--- config.mk ---
export PLATFORM = sky130hd
export DESIGN_NAME = run_len_collector
export DESIGN_NICKNAME = d
export VERILOG_FILES = /design/src/rtl/rlc_pkg.sv /design/src/rtl/rlc_fifo.sv /design/src/rtl/run_len_collector.sv
export SDC_FILE = /design/constraint.sdc
export NUM_CORES = 1
export LEC_CHECK = 0
export ABC_AREA = 1
export CAP_MARGIN = 10
export CORE_MARGIN = 2
export CORE_UTILIZATION = 59
export CTS_CLUSTER_SIZE = 30
export DETAILED_ROUTE_END_ITERATION = 12
export GPL_TIMING_DRIVEN = 0
export PLACE_DENSITY = 0.79
export REMOVE_ABC_BUFFERS = 1
export SETUP_SLACK_MARGIN = 0.3
export SYNTH_ARGS = -nofsm -noshare
export SYNTH_HDL_FRONTEND = slang
export SYNTH_SLANG_ARGS = --single-unit
export TNS_END_PERCENT = 5
--- constraint.sdc ---
create_clock -name clk -period 2.9 [get_ports clk]
set_clock_uncertainty 0.2 [all_clocks]
set_input_delay 0.725 -clock clk [delete_from_list [all_inputs] [get_ports clk]]
set_output_delay 0.725 -clock clk [all_outputs]
set_load 0.01 [all_outputs]
--- src/rtl/rlc_pkg.sv ---
// Shared types and defaults for the run-length collector.
package rlc_pkg;

    localparam int CNT_W_DEF = 8;
    localparam int DEPTH_DEF = 4;
    // Record is {sat, len}; width follows the counter width.
    localparam int REC_W_DEF = CNT_W_DEF + 1;

    typedef enum logic {
        IDLE  = 1'b0,
        ACCUM = 1'b1
    } rlc_state_e;

    // Record layout at the default counter width.
    typedef struct packed {
        logic                 sat;
        logic [CNT_W_DEF-1:0] len;
    } rlc_rec_t;

endpackage

--- src/rtl/rlc_fifo.sv ---
// Generic synchronous FIFO with occupancy count. A push into a full FIFO is
// accepted only when a pop happens in the same cycle. The head reads as zero
// while empty, so stale entries never appear on the output.
module rlc_fifo #(
    parameter int W     = 9,
    parameter int DEPTH = 4
) (
    input  logic                     clk,
    input  logic                     rst,
    input  logic                     push_i,
    input  logic [W-1:0]             din_i,
    input  logic                     pop_i,
    output logic [W-1:0]             dout_o,
    output logic                     full_o,
    output logic                     empty_o,
    output logic [$clog2(DEPTH):0]   level_o
);
    localparam int AW = $clog2(DEPTH);

    logic [W-1:0]  mem_q [DEPTH];
    logic [AW-1:0] wptr_q, rptr_q;
    logic [AW:0]   cnt_q;
    logic          do_push, do_pop;

    assign full_o  = (cnt_q == (AW+1)'(DEPTH));
    assign empty_o = (cnt_q == '0);
    assign do_pop  = pop_i && !empty_o;
    assign do_push = push_i && (!full_o || do_pop);
    assign dout_o  = empty_o ? '0 : mem_q[rptr_q];
    assign level_o = cnt_q;

    // Storage, pointers and occupancy update.
    always_ff @(posedge clk or posedge rst) begin
        if (rst) begin
            for (int i = 0; i < DEPTH; i++) mem_q[i] <= '0;
            wptr_q <= '0;
            rptr_q <= '0;
            cnt_q  <= '0;
        end else begin
            if (do_push) begin
                mem_q[wptr_q] <= din_i;
                wptr_q        <= wptr_q + 1'b1;
            end
            if (do_pop) rptr_q <= rptr_q + 1'b1;
            if (do_push && !do_pop)      cnt_q <= cnt_q + 1'b1;
            else if (do_pop && !do_push) cnt_q <= cnt_q - 1'b1;
        end
    end

endmodule

--- src/rtl/run_len_collector.sv ---
// Run-length collector: counts sequencer step pulses per run, closes a
// {sat, len} record on each last pulse and queues it for a valid/ready sink.
// Optional macro RLC_STATS_EN adds wrapping accepted/dropped record counters.
module run_len_collector
    import rlc_pkg::*;
#(
    parameter int CNT_W = CNT_W_DEF,
    parameter int DEPTH = DEPTH_DEF
) (
    input  logic                   clk,
    input  logic                   rst,
    input  logic                   step_i,
    input  logic                   last_i,
    output logic [CNT_W-1:0]       len_o,
    output logic                   sat_o,
    output logic                   valid_o,
    input  logic                   ready_i,
    output logic                   drop_o,
`ifdef RLC_STATS_EN
    output logic [15:0]            runs_o,
    output logic [15:0]            drops_o,
`endif
    output logic [$clog2(DEPTH):0] level_o
);
    localparam int REC_W = CNT_W + 1;
    localparam logic [CNT_W-1:0] CNT_MAX = '1;

    rlc_state_e       state_q, state_d;
    logic [CNT_W-1:0] cnt_q, cnt_d, inc_cnt;
    logic             sat_q, sat_d, inc_sat;
    logic             push, pop, full, empty, drop_q;
    logic [REC_W-1:0] rec, head;

    // Saturating increment used by both continuing and closing steps.
    assign inc_cnt = (cnt_q == CNT_MAX) ? CNT_MAX : cnt_q + 1'b1;
    assign inc_sat = sat_q | (cnt_q == CNT_MAX);

    // FSM state, counter and sticky saturation flag.
    always_ff @(posedge clk or posedge rst) begin
        if (rst) begin
            state_q <= IDLE;
            cnt_q   <= '0;
            sat_q   <= 1'b0;
        end else begin
            state_q <= state_d;
            cnt_q   <= cnt_d;
            sat_q   <= sat_d;
        end
    end

    // Next state and record push; a coincident step counts into the closing record.
    always_comb begin
        state_d = state_q;
        cnt_d   = cnt_q;
        sat_d   = sat_q;
        push    = 1'b0;
        rec     = '0;
        case (state_q)
            IDLE: begin
                if (last_i) begin
                    push = 1'b1;
                    rec  = step_i ? {1'b0, CNT_W'(1)} : '0;
                end else if (step_i) begin
                    state_d = ACCUM;
                    cnt_d   = CNT_W'(1);
                end
            end
            ACCUM: begin
                if (last_i) begin
                    push    = 1'b1;
                    rec     = step_i ? {inc_sat, inc_cnt} : {sat_q, cnt_q};
                    cnt_d   = '0;
                    sat_d   = 1'b0;
                    state_d = IDLE;
                end else if (step_i) begin
                    cnt_d = inc_cnt;
                    sat_d = inc_sat;
                end
            end
            default: state_d = IDLE;
        endcase
    end

    assign valid_o = !empty;
    assign pop     = valid_o && ready_i;

    rlc_fifo #(.W(REC_W), .DEPTH(DEPTH)) u_fifo (
        .clk     (clk),
        .rst     (rst),
        .push_i  (push),
        .din_i   (rec),
        .pop_i   (pop),
        .dout_o  (head),
        .full_o  (full),
        .empty_o (empty),
        .level_o (level_o)
    );

    assign sat_o = head[REC_W-1];
    assign len_o = head[CNT_W-1:0];

    // Registered drop pulse when a record meets a full FIFO with no pop.
    always_ff @(posedge clk or posedge rst) begin
        if (rst) drop_q <= 1'b0;
        else     drop_q <= push && full && !pop;
    end
    assign drop_o = drop_q;

`ifdef RLC_STATS_EN
    logic [15:0] runs_q, drops_q;

    // Wrapping counters of accepted and discarded records.
    always_ff @(posedge clk or posedge rst) begin
        if (rst) begin
            runs_q  <= '0;
            drops_q <= '0;
        end else begin
            if (push && (!full || pop)) runs_q  <= runs_q + 1'b1;
            if (push && full && !pop)   drops_q <= drops_q + 1'b1;
        end
    end
    assign runs_o  = runs_q;
    assign drops_o = drops_q;
`endif

endmodule
==> metrics.yaml <==
placement:
  post-place-cells: 433
  dp_hpwl_mm: 4.486
  portBuffers: 18
  place_congestion: 0.8893
detailed_routing:
  dr.pass1.iters: 5
  viasPerCell: 5.431
  drc: 0
  drt_iter0_markers: 211
  route.detailed.wl_per_inst_um: 14.69
  drt_wl_total_mm: 6.582
  drt.antenna.violating_nets: 0
  vias: 2433
pwr:
  p_leak_nw: 1.741
  power_mw: 2.840
  powerDensity_mw_per_mm2: 854.3
  vdd_drop_max_v: 0.0004220
setup_path:
  critPathCapture: "valid_o"
  r2r_start: "u_fifo.level_o[0]$_DFFE_PP0P_"
  cp_top_family: "buffers and inverters"
  cpMaxStageDelayCell: "dfrtp_2"
  cp-start-kind: "flip-flop"
  cp.arrival_ps: 1700
  worstPathMaxFanout: 10
  critPathRequiredTime_ps: 1980
  reg2reg_depth: 8
  r2r_end: "u_fifo.level_o[1]$_DFFE_PP0P_"
  cp-startpoint: "u_fifo.level_o[0]$_DFFE_PP0P_"
  crit_chain: "nor3_4 -> buf_12 -> inv_2 -> clkdlybuf4s50_1"
  crit_buf_inv: 3
  end_kind: "output pin"
  crit_type: "flip-flop to output pin"
  crit_path_max_incr_delay_ps: 480
  r2r_slack_ps: 630
  path_depth: 4
sta:
  finalMaxSlewViolations: 0
  setup_violations: 0
  max-slew-margin-rel: 0.6353
  worst-slew-pin-transition_ps: 545.3
  rsz0062_at_grt: "yes"
  fin_crit_sh: 0.9068
  fin_setup_tns_ps: 0
  fin_crit_ps: 2630
  hold_viol_final: 0
  timing.fmax_ghz: 0.3803
synthesis:
  syn_avg_cell_area_um2: 8.145
  synth_area_mm2: 0.002908
  ys_types: 31
  seq_area_frac_synth: 0.4647
  synth_cells: 357
  ys_seq_elements: 54
  yosysWarningCount: 0
floorplanning:
  dieArea_mm2: 0.005506
  fp.dieH_um: 74.20
  ios: 19
  start_util: 0.6156
  rows: 25
  die_w_um: 74.20
  core_area_mm2: 0.004723
clock_tree:
  clock_path_buffers: 2
  clock_latency_ps: 300
  cts_max_level: 2
  numCtsBuffers: 5
  hold_buffers: 0
  cts_root_buf: "clkbuf_8"
  clkTransAtPathRegs_ps: 90
  cts_tree: "built"
  cts_sinks: 54
flow_run:
  drv_cap: 0
finish:
  finalCoreUtilization: 0.7038
  fin_cells: 448
  n_fill_cell: 371
  diodes: 0
  drive_gt1_frac: 0.1339
  syn_to_final_growth_pct: 14.33
  finalNetCount: 392
  layout_common_cells: "92 x nand2_1, 51 x dfrtp_1, 40 x nor2_1"
  layout_commonest_cell: "nand2_1"
grt:
  grt_antenna_before_repair: 0
  grt_usage: 0.2600
  grt_overflow_total: 0
  grt_pass1_wl_mm: 10.63
  grt_max_degree: 35
  first_global_vias: 2315
min_path:
  hold_path.class: "flip-flop to flip-flop"
  worstHoldPathCells: 2
run_status:
  status: "finished clean"
[Yosys cell counts, drive strengths merged]
cell	n	area (um2)
inv	32	127.6
nor2	43	183.9
buf	8	70.06
nor3	1	16.27
clkbuf	2	7.510
a21oi	22	110.1
dfrtp	54	1351
nand2	99	409.1
xnor2	3	26.28
nand4	2	27.53
xor2	4	42.55
o211ai	2	15.01
nand3	34	185.2
o22ai	2	12.51
o21ai	41	216.5
fa	1	20.02
mux2	1	11.26
ha	6	75.07
[worst reg2reg max path, stage by stage (launching register included)]
cell and delay, ps:
dfrtp_2 480, nor3_4 250, buf_12 160, inv_2 50, nand2_1 90, ha_1 170
inv_2 50, fa_1 450, mux2_2 270
[stage by stage]
step	setup slack, ps	cell area [um2]	hold WS [ps]
final	270.4	3324	283.4
after global routing	212.6	3324	305.1
after CTS	36.08	3296	286.8
after detailed placement	-189.7	3114	263.6
after global placement	-299.6	3094	258.4
after floorplan	634.2	2830	243.6
[state kept, by name (all words and copies together), names as in the netlist]
register        count
u_fifo.rptr_q       2
u_fifo.wptr_q       2
sat_q               1
u_fifo.mem_q       36
u_fifo.level_o      3
state_q             1
cnt_q               8
drop_o              1
[layout make-up]
type	count	area, um2	share of cell area
clock buffers	5	68.82	0.02070
inverters	32	133.9	0.04027
well taps	67	83.83	0.02522
repair buffers	26	284.0	0.08543
clock inverters	3	40.04	0.01204
multi-input cells	261	1356	0.4080
flip-flops and latches	54	1358	0.4084
[logic make-up (layout without fill, tap and decap cells)]
| logic type | after synthesis | in the layout | share of synthesized area |
|---|---|---|---|
| AND/OR/NAND/NOR | 179 | 179 | 0.2827 |
| AO/OA/AOI/OAI | 67 | 67 | 0.1218 |
| adder cells (fa/ha/maj) | 7 | 7 | 0.03270 |
| flip-flops | 54 | 54 | 0.4647 |
| multiplexers | 1 | 1 | 0.003872 |
| buffers and inverters | 42 | 66 | 0.07057 |
| XOR/XNOR | 7 | 7 | 0.02367 |
[where the power goes]
part / internal, mW / total [mW] / switching (mW)
registers: 0.930 / 1.07 / 0.144
logic: 0.557 / 1.27 / 0.714
clock network: 0.254 / 0.494 / 0.240
[worst min-delay path by stage]
stage,from,to
after detailed placement,u_fifo.mem_q[23]$_DFFE_PP0P_,u_fifo.mem_q[23]$_DFFE_PP0P_
after floorplan,u_fifo.mem_q[27]$_DFFE_PP0P_,u_fifo.mem_q[27]$_DFFE_PP0P_
final,u_fifo.mem_q[22]$_DFFE_PP0P_,u_fifo.mem_q[22]$_DFFE_PP0P_
after global placement,u_fifo.mem_q[5]$_DFFE_PP0P_,u_fifo.mem_q[5]$_DFFE_PP0P_
after CTS,u_fifo.mem_q[21]$_DFFE_PP0P_,u_fifo.mem_q[21]$_DFFE_PP0P_
after global routing,u_fifo.mem_q[21]$_DFFE_PP0P_,u_fifo.mem_q[21]$_DFFE_PP0P_
[per-layer routing]
layer / vias up / global-route usage / part of all wire
met5: - / 0 / 0
met4: 0 / 0.08283 / 0.019
met3: 13 / 0.04336 / 0.044
met2: 66 / 0.4524 / 0.49
met1: 1155 / 0.3327 / 0.44
li1: 1199 / - / -
[repair_timing]
item | in CTS | in global routing
setup endpoints to repair | 10 | 12
cloned | 0 | 0
buffers inserted | 7 | 0
pin swaps | 1 | 1
resized for setup | 5 | 16
Power figures use the tool's default switching activity.
==> edit: new RTL, config.mk and constraints unchanged <==
Set the package constant `DEPTH_DEF` to 8 (it was 4).
--- a/src/rtl/rlc_pkg.sv
+++ b/src/rtl/rlc_pkg.sv
@@ -3,5 +3,5 @@
 
     localparam int CNT_W_DEF = 8;
-    localparam int DEPTH_DEF = 4;
+    localparam int DEPTH_DEF = 8;
     // Record is {sat, len}; width follows the counter width.
     localparam int REC_W_DEF = CNT_W_DEF + 1;
Ports: changed (resized level_o); port bits go from 19 to 20. No check against the original RTL was run, so the function may have changed too.
==> edit against the unedited design <==
Final cell count increased by 68%. Area after synthesis increased by 69%. Worst setup slack got worse by 180 ps. Wire length increased by 100%. Total power increased by 94%. Sequential cell count increased by 39. Cell area increased by 69%. Register-to-register slack got worse by 310 ps.
==> edit: results (changes against the unedited design) <==
Worst setup path
  • Critical Path Slowest Stage Cell: dfrtp_4 (was dfrtp_2)
  • R2r endpoint: u_fifo.level_o[3] (was u_fifo.level_o[1])
  • Worst EP arrival: 1890 ps (was 1700 ps)
  • CP Max Fanout: 4 (was 10)
  • Slowest stage delay, CP: 450 ps (was 480 ps)
  • Worst R2R Path Depth: 14 (was 8)
  • Worst R2R Setup Slack: 320 ps (was 630 ps)
  • Beginning of the critical path: u_fifo.rptr_q[1] (was u_fifo.level_o[0])

Placed design
  • # port buffers: 19 (was 18)
  • DP Area: 5130 um^2 (was 3110 um^2)
  • DP HPWL: 7.59 mm (was 4.49 mm)

Final layout
  • Fill cell count: 624 (was 371)
  • Layout Nets: 655 (was 392)
  • Buffer share of cell area: 7.33% (was 8.54%)
  • Area growth syn-to-layout: 14.5% (was 14.3%)
  • Logic inverters: 47 (was 32)
  • Non-clk bufs: 41 (was 26)
  • Multi-input gate area: 2310 um^2 (was 1360 um^2)
  • Multi-input gates: 451 (was 261)
  • ClkCell Share: 4.09% (was 3.27%)

Routing
  • Average vias per placed instance: 5.92 (was 5.43)
  • Metal1 wirelength: 5.40 mm (was 2.92 mm)
  • WL met2: 6.09 mm (was 3.25 mm)
  • Number of DRC markers in iteration 0: 530 (was 211)

Run status
  • Outcome: finished clean (unchanged)

Hold path
  • Hold Crit Start: u_fifo.mem_q[67] (was u_fifo.mem_q[22])
  • Worst Hold Endpoint: u_fifo.mem_q[67] (was u_fifo.mem_q[22])

Power and ir drop
  • Sequential share of power: 35.1% (was 37.8%)
  • Clk. pwr: 1.01 mW (was 0.494 mW)
  • Maximum vdd ir drop: 0.714 mV (was 0.422 mV)

Timing
  • Final min period: 2810 ps (was 2630 ps)
  • Slew margin rel.: 60.3% (was 63.5%)

Logic synthesis
  • Sequential cell area fraction in the yosys report: 47.3% (was 46.5%)
  • Synth unique cells: 34 (was 31)
  • Post-Synth Adder-Cell Area: 1.93% (was 3.27%)

Global routing
  • Largest net degree at the start of global routing: 49 (was 35)

Clock tree
  • Clock latency on the worst-skew pair: 380 ps (was 300 ps)
  • Htree depth: 3 (was 2)
==> edit: metal layers <==
| metal | vias up | GRT usage [%] |
|---|---|---|
| met4 | 0 | 12.3 |
| met3 | 41 | 6.72 |
| met2 | 253 | 50.0 |
| met1 | 2105 | 44.1 |
| li1 | 2056 | - |
| met5 | - | 0 |
==> edit: metrics by stage <==
stage / power, mW / TNS, ps / cells
finish: 5.51 / 0 / 753
global route: 5.85 / 0 / 753
CTS: 5.38 / 0 / 753
detailed placement: 4.05 / -13530 / 715
global placement: 3.98 / -184160 / 714
floorplan: 3.26 / -41410 / 590
==> edit: timing repair <==
item / in CTS / in global routing
gates resized for setup: 57 / 9
setup endpoints to repair: 28 / 25
gates cloned: 1 / 0
pin swaps: 6 / 4
hold buffers: 0 / 0
buffers inserted: 21 / 0
==> edit: logic make-up after synthesis <==
group / count (synthesis)
AND/OR/NAND/NOR: 317
buffers and inverters: 68
flip-flops: 93
AO/OA/AOI/OAI: 118
adder cells (fa/ha/maj): 7
XOR/XNOR: 9
